File: src/rtl/reg_display_driver.sv
// Binary-to-7-segment driver for the register-31 display word.
// A double-dabble loop converts one bit per cycle and restarts whenever the input word changes.
module reg_display_driver #(
    parameter int DIGITS      = 8,
    parameter bit BLANK_ZEROS = 1'b1
) (
    input  logic                  clock,
    input  logic                  reset,
    input  logic [31:0]           value,
    output logic [7*DIGITS-1:0]   segments,
    output logic                  busy,
    output logic                  done,
    output logic                  overflow
);

    typedef enum logic [1:0] {IDLE, SHIFT, DONE} state_t;

    state_t               state_q;
    logic [31:0]          shift_q, last_q;
    logic [39:0]          bcd_q, bcd_adj;
    logic [4:0]           cnt_q;
    logic                 pending_q;
    logic [7*DIGITS-1:0]  seg_q, seg_d;
    logic                 busy_q, done_q, ovf_q, ovf_d;
    logic [71:0]          dabble_d;

    function automatic logic [6:0] enc(input logic [3:0] d);
        case (d)
            4'd0:    enc = 7'h40;
            4'd1:    enc = 7'h79;
            4'd2:    enc = 7'h24;
            4'd3:    enc = 7'h30;
            4'd4:    enc = 7'h19;
            4'd5:    enc = 7'h12;
            4'd6:    enc = 7'h02;
            4'd7:    enc = 7'h78;
            4'd8:    enc = 7'h00;
            4'd9:    enc = 7'h10;
            default: enc = 7'h7F;
        endcase
    endfunction

    always_comb begin
        bcd_adj = bcd_q;
        for (int k = 0; k < 10; k++) begin
            if (bcd_q[4*k +: 4] >= 4'd5) bcd_adj[4*k +: 4] = bcd_q[4*k +: 4] + 4'd3;
        end
    end

    // The top BCD bit shifted out is always zero: 2^32-1 has a leading digit of 4.
    assign dabble_d = {bcd_adj, shift_q} << 1;

    generate
        if (DIGITS < 10) begin : g_ovf
            assign ovf_d = |bcd_q[39:4*DIGITS];
        end else begin : g_no_ovf
            assign ovf_d = 1'b0;
        end

        for (genvar k = 0; k < DIGITS; k++) begin : g_digit
            logic blank;
            // Blank only if this digit and everything above it, out to digit 9, is zero.
            assign blank = BLANK_ZEROS && (k != 0) && !ovf_d && ~|bcd_q[39:4*k];
            assign seg_d[7*k +: 7] = blank ? 7'h7F : enc(bcd_q[4*k +: 4]);
        end
    endgenerate

    always_ff @(posedge clock) begin
        if (reset) begin
            state_q   <= IDLE;
            shift_q   <= '0;
            bcd_q     <= '0;
            cnt_q     <= '0;
            last_q    <= '0;
            pending_q <= 1'b1;
            seg_q     <= '1;
            busy_q    <= 1'b0;
            done_q    <= 1'b0;
            ovf_q     <= 1'b0;
        end else begin
            done_q <= 1'b0;
            case (state_q)
                IDLE: begin
                    if (pending_q || value != last_q) begin
                        shift_q   <= value;
                        last_q    <= value;
                        bcd_q     <= '0;
                        cnt_q     <= '0;
                        pending_q <= 1'b0;
                        busy_q    <= 1'b1;
                        state_q   <= SHIFT;
                    end
                end
                SHIFT: begin
                    {bcd_q, shift_q} <= dabble_d;
                    cnt_q            <= cnt_q + 5'd1;
                    if (cnt_q == 5'd31) state_q <= DONE;
                end
                DONE: begin
                    seg_q   <= seg_d;
                    ovf_q   <= ovf_d;
                    done_q  <= 1'b1;
                    busy_q  <= 1'b0;
                    state_q <= IDLE;
                end
                default: state_q <= IDLE;
            endcase
        end
    end

    assign segments = seg_q;
    assign busy     = busy_q;
    assign done     = done_q;
    assign overflow = ovf_q;

endmodule

File: config.mk
export PLATFORM = sky130hd
export DESIGN_NAME = reg_display_driver
export DESIGN_NICKNAME = d
export VERILOG_FILES = /design/src/rtl/reg_display_driver.sv
export SDC_FILE = /design/constraint.sdc
export NUM_CORES = 1
export LEC_CHECK = 0
export CORE_ASPECT_RATIO = 1.4
export CORE_MARGIN = 2
export CORE_UTILIZATION = 53
export CTS_CLUSTER_DIAMETER = 120
export CTS_CLUSTER_SIZE = 14
export DETAILED_ROUTE_END_ITERATION = 12
export GPL_TIMING_DRIVEN = 0
export PLACE_DENSITY_LB_ADDON = 0.08
export REMOVE_ABC_BUFFERS = 1
export SYNTH_ARGS = -nofsm -noshare
export SYNTH_HDL_FRONTEND = slang
export SYNTH_SLANG_ARGS = --single-unit
File: constraint.sdc
create_clock -name clock -period 3.8 [get_ports clock]
set_input_delay 0.57 -clock clock [delete_from_list [all_inputs] [get_ports clock]]
set_output_delay 0.57 -clock clock [all_outputs]
set_load 0.01 [all_outputs]
==> results.py <==
metrics = {
    "global_routing": {
        "grt_pass1_vias": 8760,
        "grt_use_met2_pct": 41.1,
        "grt_busiest_layer": "met2",
        "global_route.overflow_total": 0,
        "grt_max_degree": 94,
        "gr-usage-all-layers_pct": 22.2,
        "global_route.usage.met3_pct": 2.51,
        "antenna_found_initial": 0,
        "first_pass_grt_wire_length_um": 41200,
        "met1_capacity_usage_during_global_routing_pct": 26.4,
    },
    "clock_network": {
        "cts_tree": "yes",
        "insertion_delay_of_the_later_clocked_pin_in_the_worst_skew_pair_ps": 500,
        "cts_htree_levels": 1,
        "clk_pin_slew_worst_paths_ps": 70,
        "clock-root-buffer": "clkbuf_16",
        "numCtsBuffers": 19,
        "clock-sinks": 220,
        "cts.path.max_buffers": 3,
    },
    "floorplan": {
        "dieArea_um2": 21500,
        "placementRows": 61,
        "die_w_um": 124,
        "design.core.area_um2": 19900,
        "num_io_pins": 93,
        "initial_core_utilization_pct": 54.0,
        "floorplan.die.height_um": 173,
    },
    "worst_hold_path": {
        "worst_hold_startpoint": "value[31]",
        "min_to": "last_q[31]",
        "worstHoldPathCells": 3,
        "holdCritPathClass": "in -> reg",
    },
    "pwr": {
        "power-per-cell-area_nw_per_um2": 352,
        "power.leakage_nw": 4.94,
        "finalPower_mw": 4.40,
        "peak_ir_drop_on_the_vdd_network_mv": 0.330,
    },
    "yosys": {
        "yosysWarnings": 0,
        "most_used_flip_flop_cell_after_synthesis": "dfxtp_1",
        "synth_seq_cells": 220,
        "area_of_the_mapped_netlist_um2": 10800,
        "number_of_enable_type_register_cells_in_the_synthesized_netlist": 0,
        "asyncSetResetFlopFracSynth_pct": 0,
        "synth_top_cells_by_area": "dfxtp_1 (41%), ha_1 (8.1%), a21oi_1 (6.1%)",
        "synth.largest_area_cell": "dfxtp_1",
        "yosys.cell_types.count": 60,
        "synth_cells": 1293,
        "average_instance_area_after_synthesis_um2": 8.32,
        "most_numerous_cell_in_the_yosys_netlist": "dfxtp_1",
        "synth.cells.most_frequent": "dfxtp_1 (220), nand2_1 (133), a21oi_1 (131)",
        "synth_largest_type_area_fraction_pct": 40.9,
        "yosysSeqAreaShare_pct": 40.9,
    },
    "layout": {
        "filler_cell_count": 1778,
        "antenna_cells": 0,
        "drive_above_1_share_pct": 4.92,
        "num-nets-final": 1445,
        "areaGrowthSynthToFinish_pct": 16.3,
    },
    "sta": {
        "drv_slew": 0,
        "worstMarginPinSlew_ps": 1120,
        "minimum_period_implied_by_the_final_worst_setup_slack_ps": 3640,
        "grt_setup_unrepaired": "false",
        "report.final.setup_viol": 0,
        "finalHoldWorstSlack_ps": 415,
        "post_route_clock_skew_ps": 8.25,
        "finalHoldViolCount": 0,
        "final.period_utilization_pct": 95.8,
        "fmaxAchievable_mhz": 275,
        "slew_headroom_pct": 24.6,
    },
    "detailed_routing": {
        "drt-initial-drc-count": 483,
        "drc": 0,
        "detail-route-antenna-nets": 0,
        "totalWireLength_um": 24100,
        "via_count": 9100,
        "detail_route.wl_per_cell_um": 15.1,
        "drt_pass1_iterations": 5,
        "avgViaCountPerCell": 5.71,
    },
    "worst_setup_path": {
        "critical_path_launch_point_type": "primary input",
        "setup.worst_path.class": "in -> reg",
        "setup.worst_path.end_class": "register",
        "reg2regPathDepth": 9,
        "critPathArrivalTime_ps": 4040,
        "required_ps": 4200,
        "cp_max_fo": 14,
        "r2r_setup_slack_ps": 370,
        "regToRegStartpoint": "state_q[0]",
    },
    "placement": {
        "detailedPlacementHpwl_um": 16400,
        "gp_congestion": 0.831,
        "buffer_ports.inserted": 92,
    },
    "status": {
        "status": "completed",
    },
    "job": {
        "maxCapViolCount": 0,
    },
}
## worst max-delay path, cell delays in order
cell and delay [ps]:
clkdlybuf4s50_1 550, nor2b_1 80, or4_1 560, or4_4 540, o41ai_4 280, buf_6 230, buf_8 170, a21oi_1 70
or2_2 340, ha_1 310, nor2_1 40, a221oi_1 280
## layout by cell type, fill, tap and decap left out, types with 10 or more instances in the layout
cell type        instances
dfxtp_1                220
nand2_1                133
a21oi_1                131
o21ai_0                107
clkdlybuf4s50_1         90
nor2_1                  86
ha_1                    70
inv_1                   67
nor3_1                  47
mux2i_1                 42
nor2b_1                 28
o22ai_1                 23
xnor2_1                 22
nand3_1                 22
xor2_1                  20
clkbuf_16               19
nand2b_1                13
a211oi_1                13
nor4_1                  13
a21o_1                  12
a22oi_1                 10
a221oi_1                10
## routing by layer
metal / up-vias / wire length, µm
met3: 53 / 843
li1: 4604 / -
met2: 171 / 12400
met4: 0 / 796
met5: - / 0
met1: 4272 / 10100
## report_power, final
part | internal, mW | switching [mW] | leakage, nW | total, mW
Sequential | 2.35 | 0.0306 | 1.79 | 2.38
Combinational | 0.103 | 0.155 | 2.90 | 0.258
Clock | 0.958 | 0.804 | 0.253 | 1.76
Total | 3.41 | 0.990 | 4.94 | 4.40
## how the worst max path moves through the flow
stage	start	cells past startpoint	end	slack, ps
6_report	value[17]	12	register	160
5_1_grt	value[13]	12	register	0.05
4_1_cts	value[13]	12	register	30
3_5_place_dp	value[13]	12	register	-1020
3_3_place_gp	reset	10	register	-6210
2_1_floorplan	value[31]	7	shift_q[10]	-870
## kinds of logic (layout without fill, tap and decap cells)
family | after synthesis | after routing | synth area share, %
flops | 220 | 220 | 40.9
mux | 45 | 45 | 4.22
fa+ha+maj | 70 | 70 | 8.14
buf+inv | 146 | 194 | 5.14
xor+xnor | 42 | 42 | 3.42
compound gates | 362 | 362 | 20.1
simple gates | 408 | 408 | 18.1
## repair_timing
item                                    4_1_cts  5_1_grt
gates resized for setup                       4       11
hold buffers                                  0        0
endpoints found under the setup margin       31       26
gates cloned                                  0        0
pin swaps                                     2        2
buffers inserted                              2        3
## area by class of cell
cell class	instances	area (µm²)	area share (%)
clock buffer	19	475	3.80
clock inverter	2	38.8	0.310
inverter	69	262	2.09
multi-input combinational	927	5910	47.2
sequential	220	4400	35.2
tap	252	315	2.52
timing repair buffer	104	1110	8.85
## stage by stage
| stage | util [%] | TNS (ps) | setup WS (ps) | std cells | instance area (µm²) |
|---|---|---|---|---|---|
| 4_1_cts | 62.5 | 0 | 26.7 | 1590 | 12400 |
| 2_1_floorplan | - | -34850 | -873 | 1216 | 10500 |
| 6_report | 62.8 | 0 | 158 | 1593 | 12500 |
| 3_5_place_dp | 59.7 | -33860 | -1020 | 1567 | 11900 |
| 3_3_place_gp | 58.7 | -775740 | -6210 | 1560 | 11700 |
| 5_1_grt | 62.8 | 0 | 0.0533 | 1593 | 12500 |
(Power assumes the default switching activity.)
